## src/rtl/draw_tom.sv

```systemverilog
// Tom sprite overlay stage. Computes the Tom ROM address for each incoming pixel,
// merges the returned colour over the background (skipping the transparency key)
// and delays the VGA timing signals so the output bus stays aligned with the
// one-cycle ROM round trip. Total latency is 3 clk.
module draw_tom #(
  parameter int unsigned WIDTH     = 50,
  parameter int unsigned HEIGHT    = 100,
  parameter logic [11:0] KEY_COLOR = 12'hF0F
) (
  input  logic        clk,
  input  logic        rst_n,
  input  logic [10:0] hcount_in,
  input  logic [10:0] vcount_in,
  input  logic        hsync_in,
  input  logic        vsync_in,
  input  logic        hblnk_in,
  input  logic        vblnk_in,
  input  logic [11:0] rgb_in,
  input  logic [11:0] xpos,
  input  logic [11:0] ypos,
  input  logic        mirror,
  input  logic        enable,
  output logic [19:0] rom_addr,
  input  logic [11:0] rom_data,
  output logic [10:0] hcount_out,
  output logic [10:0] vcount_out,
  output logic        hsync_out,
  output logic        vsync_out,
  output logic        hblnk_out,
  output logic        vblnk_out,
  output logic [11:0] rgb_out
);

  // Frame shadow registers
  logic [11:0] x_s_q, y_s_q;
  logic        mirror_s_q, en_s_q, vblnk_prev_q;
  logic        latch;

  // Stage 0 combinational results
  logic [11:0] hc_ext, vc_ext;
  logic [12:0] x_end, y_end;
  logic [11:0] col_raw, col, row;
  logic        in_sprite;
  logic [19:0] addr_d;

  // Stage 1 / 2 / 3 pipeline registers
  logic [19:0] addr_q;
  logic        hit1_q, hs1_q, vs1_q, hb1_q, vb1_q;
  logic [10:0] hc1_q, vc1_q;
  logic [11:0] rgb1_q;
  logic        hit2_q, hs2_q, vs2_q, hb2_q, vb2_q;
  logic [10:0] hc2_q, vc2_q;
  logic [11:0] rgb2_q;
  logic        hs3_q, vs3_q, hb3_q, vb3_q;
  logic [10:0] hc3_q, vc3_q;
  logic [11:0] rgb3_q, rgb_d;

  assign latch = vblnk_in & ~vblnk_prev_q;

  // Capture sprite parameters on the vblnk rising edge so a frame never tears
  always_ff @(posedge clk or negedge rst_n) begin
    if (!rst_n) begin
      x_s_q        <= '0;
      y_s_q        <= '0;
      mirror_s_q   <= 1'b0;
      en_s_q       <= 1'b0;
      vblnk_prev_q <= 1'b0;
    end else begin
      vblnk_prev_q <= vblnk_in;
      if (latch) begin
        x_s_q      <= xpos;
        y_s_q      <= ypos;
        mirror_s_q <= mirror;
        en_s_q     <= enable;
      end
    end
  end

  // Hit test and ROM address for the current pixel
  always_comb begin
    hc_ext  = {1'b0, hcount_in};
    vc_ext  = {1'b0, vcount_in};
    // 13-bit right/bottom bounds so a corner near 4095 cannot wrap
    x_end   = {1'b0, x_s_q} + 13'(WIDTH);
    y_end   = {1'b0, y_s_q} + 13'(HEIGHT);
    in_sprite = en_s_q
              & (hc_ext >= x_s_q) & ({1'b0, hc_ext} < x_end)
              & (vc_ext >= y_s_q) & ({1'b0, vc_ext} < y_end)
              & ~hblnk_in & ~vblnk_in;
    col_raw = hc_ext - x_s_q;
    row     = vc_ext - y_s_q;
    col     = mirror_s_q ? (12'(WIDTH - 1) - col_raw) : col_raw;
    addr_d  = '0;
    if (in_sprite) begin
      addr_d = 20'(row) * 20'(WIDTH) + 20'(col);
    end
  end

  // Stage 1: issue ROM address, register hit flag and pixel stream
  always_ff @(posedge clk or negedge rst_n) begin
    if (!rst_n) begin
      addr_q <= '0;
      hit1_q <= 1'b0;
      hc1_q  <= '0;
      vc1_q  <= '0;
      hs1_q  <= 1'b0;
      vs1_q  <= 1'b0;
      hb1_q  <= 1'b0;
      vb1_q  <= 1'b0;
      rgb1_q <= '0;
    end else begin
      addr_q <= addr_d;
      hit1_q <= in_sprite;
      hc1_q  <= hcount_in;
      vc1_q  <= vcount_in;
      hs1_q  <= hsync_in;
      vs1_q  <= vsync_in;
      hb1_q  <= hblnk_in;
      vb1_q  <= vblnk_in;
      rgb1_q <= rgb_in;
    end
  end

  // Stage 2: wait for the ROM read to complete
  always_ff @(posedge clk or negedge rst_n) begin
    if (!rst_n) begin
      hit2_q <= 1'b0;
      hc2_q  <= '0;
      vc2_q  <= '0;
      hs2_q  <= 1'b0;
      vs2_q  <= 1'b0;
      hb2_q  <= 1'b0;
      vb2_q  <= 1'b0;
      rgb2_q <= '0;
    end else begin
      hit2_q <= hit1_q;
      hc2_q  <= hc1_q;
      vc2_q  <= vc1_q;
      hs2_q  <= hs1_q;
      vs2_q  <= vs1_q;
      hb2_q  <= hb1_q;
      vb2_q  <= vb1_q;
      rgb2_q <= rgb1_q;
    end
  end

  // Colour merge: sprite pixel wins unless it is the transparency key
  always_comb begin
    rgb_d = rgb2_q;
    if (hit2_q && (rom_data != KEY_COLOR)) begin
      rgb_d = rom_data;
    end
  end

  // Stage 3: output register
  always_ff @(posedge clk or negedge rst_n) begin
    if (!rst_n) begin
      hc3_q  <= '0;
      vc3_q  <= '0;
      hs3_q  <= 1'b0;
      vs3_q  <= 1'b0;
      hb3_q  <= 1'b0;
      vb3_q  <= 1'b0;
      rgb3_q <= '0;
    end else begin
      hc3_q  <= hc2_q;
      vc3_q  <= vc2_q;
      hs3_q  <= hs2_q;
      vs3_q  <= vs2_q;
      hb3_q  <= hb2_q;
      vb3_q  <= vb2_q;
      rgb3_q <= rgb_d;
    end
  end

  assign rom_addr   = addr_q;
  assign hcount_out = hc3_q;
  assign vcount_out = vc3_q;
  assign hsync_out  = hs3_q;
  assign vsync_out  = vs3_q;
  assign hblnk_out  = hb3_q;
  assign vblnk_out  = vb3_q;
  assign rgb_out    = rgb3_q;

endmodule

```

## config.mk

```make
export PLATFORM = sky130hd
export DESIGN_NAME = draw_tom
export DESIGN_NICKNAME = d
export VERILOG_FILES = /design/src/rtl/draw_tom.sv
export SDC_FILE = /design/constraint.sdc
export NUM_CORES = 1
export LEC_CHECK = 0
export CORE_MARGIN = 4
export CORE_UTILIZATION = 50
export DETAILED_ROUTE_END_ITERATION = 8
export GPL_TIMING_DRIVEN = 0
export PLACE_DENSITY = 0.74
export SLEW_MARGIN = 15
export SYNTH_ARGS = -nofsm -noshare
export SYNTH_HDL_FRONTEND = slang
export SYNTH_SLANG_ARGS = --single-unit
```

## constraint.sdc

```tcl
create_clock -name clk -period 8.1 [get_ports clk]
set_clock_uncertainty 0.2 [all_clocks]
set_input_delay 1.62 -clock clk [delete_from_list [all_inputs] [get_ports clk]]
set_output_delay 1.62 -clock clk [all_outputs]
set_load 0.01 [all_outputs]
```

==> results.json, run 1 <==
{
  "status": "complete, no violations",
  "core_um2": 16580,
  "final_area_um2": 10710,
  "r2r-start": "y_s_q[0]",
  "synth.most_common_cell": "dfrtp_1",
  "synth_top_family_by_area": "adder cells",
  "r2r_setup_slack_ps": 2030,
  "min_to": "rgb2_q[0]",
  "yosys_warnings": 0,
  "async_flop_share_pct": 100.0,
  "synth_area_per_cell_um2": 10.80,
  "grt.overflow.total": 0,
  "p_leak_nw": 4.871,
  "synth.area.mux_share_pct": 2.483,
  "place_area_um2": 10120,
  "period_needed_ps": 7513,
  "worstSetupPathType": "in -> reg",
  "p_total_mw": 4.770,
  "io_buffers": 134,
  "synth_top_area_cell": "dfrtp_1",
  "viasPerCell": 5.155,
  "wire_per_inst_um": 14.77,
  "synth_adder_area_share_pct": 16.02,
  "cp-start-kind": "input pin",
  "initialDrtViolationCount": 233,
  "num_vias": 6036,
  "r2r-end": "rom_addr[17]",
  "synth_area_leaders": "dfrtp_1 48%, ha_1 14%, xnor2_1 5.3%",
  "antenna_cells": 0,
  "synth-edff-count": 0,
  "clk_path_buf_depth": 2,
  "tritoncts": "yes",
  "die_w_um": 138.1,
  "cp_max_fo": 4,
  "synth_xor_area_share_pct": 6.931,
  "synth-simple-area-share_pct": 12.29,
  "drc": 0,
  "globalRouteTotalUtil_pct": 18.69,
  "setup_violations": 0,
  "cts.clk_slew.worst_paths_ps": 70,
  "gp_congestion": 0.8171,
  "hold_depth": 0,
  "p_per_area_nw_per_um2": 445.4,
  "hold_class": "reg -> reg",
  "syn_area_um2": 8467,
  "hpwl_mm": 13.39,
  "finalHoldViolations": 0,
  "cpMostUsedCell": "inv_1",
  "synth_seq_area_share_pct": 47.58,
  "tightestPinTransition_ps": 651.4,
  "start_util_pct": 51.06,
  "cp_data_arrival_time_ps": 7600,
  "cts_buffers": 17,
  "post_cts_buffers": 0,
  "dieArea_um2": 19080,
  "crit_chain": "clkdlybuf4s50_1, inv_1, ha_1, inv_1, fa_1, a21o_1, a21oi_1, o21ai_0, a21oi_1, o21ai_0, xnor2_1, inv_1, ha_1, ha_1, inv_1, fa_1, inv_1, ha_1, a2111oi_1, nor2_1, xnor2_1, nor4b_2, nor4b_1, nor3_1",
  "synth_ff_type": "dfrtp_1",
  "yosysUniqueCellTypes": 63,
  "period_share_pct": 92.75,
  "required_ps": 8190,
  "drv_slew": 0,
  "ys_seq_elements": 161,
  "slowest_stage": "fa_1",
  "worstHoldStart": "rgb1_q[0]",
  "synth_compound_area_share_pct": 10.70,
  "insertion_delay_ps": 430,
  "drtAntennaViolNets": 0,
  "grt_start_max_net_pins": 85,
  "ir_worst_vdd_mv": 0.4059,
  "synthTopCellsByCount": "161 x dfrtp_1, 94 x ha_1, 75 x inv_1",
  "synth_nets": 965,
  "cap_viol_max_count": 0,
  "end_kind": "flop",
  "reg2reg_depth": 22,
  "nets": 1119,
  "slowest_delay_ps": 520,
  "io_pins": 136,
  "syn2layout_area_growth_pct": 26.50,
  "cts-root-buf": "clkbuf_16",
  "synth.top_cell.area_share_pct": 47.58,
  "routed_wl_mm": 17.29,
  "cts_max_level": 4,
  "rows": 47,
  "rsz0062_at_grt": "no",
  "slew_headroom_pct": 56.28,
  "drtPass1Iterations": 5,
  "max_freq_mhz": 133.1,
  "grt_pass1_wl_mm": 29.30,
  "grt_pass1_vias": 6017,
  "drive_above_1_share_pct": 6.730,
  "die_y_um": 138.1,
  "cts_num_sinks": 161,
  "syn_inst": 784,
  "antenna_found_initial": 0
}
-- sequential cells by signal, summed over array words and instances (netlist names), 11 cells and up --
name / flops
hc2_q: 11
hcount_out: 11
rgb_out: 12
vc1_q: 11
x_s_q: 12
rgb2_q: 12
rom_addr: 19
y_s_q: 12
vc2_q: 11
rgb1_q: 12
vcount_out: 11
hc1_q: 11
-- critical path, delay by kind of cell --
| kind | cells | cell delay, ps |
|---|---|---|
| xor+xnor | 2 | 620 |
| buf+inv | 6 | 890 |
| fa+ha+maj | 6 | 1900 |
| simple gates | 4 | 930 |
| compound gates | 6 | 1640 |
-- worst max-delay path by stage --
stage                 startpoint           end  slack (ps)  depth (start not counted)
finish              vcount_in[0]  rom_addr[17]         590                         24
global route        vcount_in[0]  rom_addr[17]          60                         25
CTS                 vcount_in[0]  rom_addr[17]         270                         24
detailed placement  vcount_in[0]  rom_addr[17]        -150                         24
global placement           rst_n      y_s_q[9]       -1040                          1
floorplan           vcount_in[0]  rom_addr[17]        1130                         23
-- final cells by class --
cell class | instances | area [µm²]
Tap cell | 220 | 275.3
Timing Repair Buffer | 135 | 1374
Clock inverter | 13 | 133.9
Inverter | 75 | 281.5
Buffer | 13 | 52.55
Multi-Input combinational cell | 535 | 4111
Clock buffer | 19 | 452.9
Fill cell | 1339 | 5873
Sequential cell | 161 | 4029
-- power by group --
part           total, mW  switching, mW  internal [mW]
Sequential         0.873         0.0213          0.852
Combinational       3.12           1.73           1.39
Clock              0.781          0.355          0.427
-- per-stage QoR --
| step | utilization [%] | worst slack [ps] | hold WS (ps) | setup TNS (ps) | instances |
|---|---|---|---|---|---|
| floorplan | - | 1127 | 131.2 | 0 | 784 |
| global placement | 60.80 | -1043 | 131.2 | -165240 | 1138 |
| detailed placement | 61.00 | -148.3 | 134.7 | -185.6 | 1139 |
| CTS | 64.54 | 272.3 | 150.2 | 0 | 1171 |
| global route | 64.58 | 56.20 | 152.8 | 0 | 1171 |
| finish | 64.58 | 587.4 | 146.5 | 0 | 1171 |
-- cell usage in the layout, fill, tap and decap left out, drive strengths merged, types with 11 or more instances in the layout --
master         instances
xor2                  16
xnor2                 51
clkdlybuf4s50        133
nor2b                 11
inv                   84
dfrtp                161
mux2                  16
o21ai                 47
nand3                 16
a21oi                 29
nand2                 56
nor3                  23
nor2                  48
clkbuf                29
ha                    94
-- layer usage --
| metal | GRT usage, % | share of wire, % | vias to the layer above | routed length (µm) |
|---|---|---|---|---|
| li1 | - | - | 3013 | - |
| met1 | 25.78 | 47 | 2840 | 8092 |
| met2 | 29.62 | 46 | 162 | 7961 |
| met3 | 4.523 | 5.8 | 21 | 997 |
| met4 | 5.668 | 1.4 | 0 | 243 |
| met5 | 0 | 0 | - | 0 |
-- cell families (layout without fill, tap and decap cells) --
| kind of cell | after synthesis | count (layout) |
|---|---|---|
| AOI/OAI and AO/OA | 138 | 138 |
| other | 1 | 1 |
| adders and majority gates | 103 | 103 |
| muxes | 19 | 19 |
| DFF | 161 | 161 |
| and+or+nand+nor | 207 | 207 |
| buffers and inverters | 88 | 255 |
| xor gates and xnor gates | 67 | 67 |
-- timing repair --
item	in CTS	in global routing
gates resized for setup	0	2
endpoints found under the hold margin	0	0
hold buffers	0	0
setup endpoints to repair	0	3
(Power assumes the default switching activity.)
==> inputs of run 2 (changes only) <==
- CORE_ASPECT_RATIO: not set -> 0.5
- HOLD_SLACK_MARGIN: not set -> 0.02
==> run 2 against run 1 <==
Via count grew 2.1%; global-route usage grew 1.2 points; worst hold slack lost 4.7 ps; design area is essentially flat; non-clock buffer count is the same; critical path type unchanged; highest routed layer unchanged.
==> results.json, run 2 (synthesized netlist as in run 1, its figures left out) <==
{
  "postLayoutSetupSlackWorst_ps": 658.8,
  "io_buffers": 134,
  "dpl.cell_count": 1146,
  "drtAntennaViolNets": 0,
  "cts_buffers": 17,
  "drtPass1Iterations": 5,
  "wire_per_inst_um": 15.94,
  "slowest_delay_ps": 530,
  "cts_resized": 0,
  "crit_chain": "clkdlybuf4s50_1, inv_1, ha_1, inv_1, fa_1, a21o_1, a21oi_1, o21ai_0, a21oi_1, o21ai_0, xnor2_2, inv_1, ha_1, ha_1, inv_1, fa_1, inv_1, ha_1, a2111oi_1, nor2_1, xnor2_1, nor4b_2, nor4b_1, nor3_1",
  "antenna_cells": 0,
  "p_per_area_nw_per_um2": 451.3,
  "n_fill_cell": 1266,
  "drc": 0,
  "cts_num_sinks": 161,
  "num_vias": 6165,
  "grt_pass1_wl_mm": 30.51,
  "clk_path_buf_depth": 2,
  "grt.overflow.total": 0,
  "finish.utilization_pct": 65.02,
  "grt_pass1_vias": 6170,
  "cts_max_level": 4,
  "hold_class": "reg -> reg",
  "max_freq_mhz": 134.4,
  "cp_data_arrival_time_ps": 7530,
  "p_leak_nw": 4.870,
  "fin_hold_ws_ps": 141.8,
  "ir_worst_vdd_mv": 0.5523,
  "die_w_um": 192.0,
  "io_pins": 136,
  "layout_common_cells": "161 x dfrtp_1, 133 x clkdlybuf4s50_1, 94 x ha_1",
  "start_util_pct": 51.39,
  "cp-start-kind": "input pin",
  "largest_reg_flops": 19,
  "p_total_mw": 4.834,
  "tightestPinTransition_ps": 676.1,
  "slew_headroom_pct": 54.92,
  "setup_violations": 0,
  "dieArea_um2": 19210,
  "core_um2": 16470,
  "cp_max_fo": 4,
  "globalRouteTotalUtil_pct": 19.93,
  "mostFrequentLayoutCell": "dfrtp_1",
  "gp_congestion": 0.8892,
  "place_ws_ps": -141.6,
  "period_needed_ps": 7441,
  "initialDrtViolationCount": 411,
  "required_ps": 8190,
  "finalNonFillerCells": 1178,
  "post_cts_buffers": 0,
  "cpMostUsedCell": "inv_1",
  "cts_hold_buf": 0,
  "rows": 33,
  "syn2layout_area_growth_pct": 26.51,
  "routed_wl_mm": 18.78,
  "period_share_pct": 91.87,
  "tritoncts": "yes",
  "cts.clk_slew.worst_paths_ps": 70,
  "rsz0062_at_grt": "no",
  "worstSetupPathType": "in -> reg",
  "drive_above_1_share_pct": 6.625,
  "cap_viol_max_count": 0,
  "insertion_delay_ps": 420,
  "hpwl_mm": 14.18,
  "antenna_found_initial": 0,
  "slowest_stage": "fa_1",
  "end_kind": "flop",
  "drv_slew": 0,
  "cts-root-buf": "clkbuf_16",
  "viasPerCell": 5.233,
  "status": "complete, no violations",
  "finalHoldViolations": 0,
  "nets": 1119,
  "grt_start_max_net_pins": 91,
  "die_y_um": 100.0
}
[run 2: area by class of cell]
class                   count  area [µm²]  share of cell area (%)
well taps                 227       284.0                   2.652
clock inverters            12       125.1                   1.168
repair buffers            135        1374                   12.83
plain buffers              13       52.55                  0.4906
multi-input cells         535        4119                   38.45
clock buffers              20       446.7                   4.170
inverters                  75       281.5                   2.628
flip-flops and latches    161        4029                   37.61
[run 2: layer usage]
metal  wire (µm)  vias up  GRT usage (%)
met5           0        -              0
met4         214        0          5.586
met3         844       17          3.162
met2        8721      160          33.14
met1        8999     2982          27.55
li1            -     3006              -
[run 2: where the power goes]
| part | switching [mW] | internal [mW] |
|---|---|---|
| Sequential | 0.0231 | 0.852 |
| Clock | 0.346 | 0.440 |
| Combinational | 1.79 | 1.39 |
| Total | 2.16 | 2.68 |
[run 2: final timing paths]
kind | start | to | slack (ps) | depth (start not counted)
min in group asynchronous | rst_n | rom_addr[11] | 980 | 1
max in group asynchronous | rst_n | vc2_q[9] | 5910 | 2
setup reg to reg | y_s_q[0] | rom_addr[17] | 2070 | 22
hold / removal | vc2_q[1] | vcount_out[1] | 140 | 0
hold reg to reg | vc2_q[1] | vcount_out[1] | 140 | 0
setup / recovery | vcount_in[0] | rom_addr[17] | 660 | 24
[run 2: critical path: cells and delay by family]
kind | cells | cell delay [ps]
xor+xnor | 2 | 490
simple gates | 4 | 1010
compound gates | 6 | 1680
buf+inv | 6 | 810
fa+ha+maj | 6 | 1920
[run 2: through the flow]
step,cell area [µm²],setup TNS (ps)
2_1_floorplan,8467,0
5_1_grt,10710,0
4_1_cts,10700,0
3_5_place_dp,10120,-197.4
6_report,10710,0
3_3_place_gp,10090,-150180
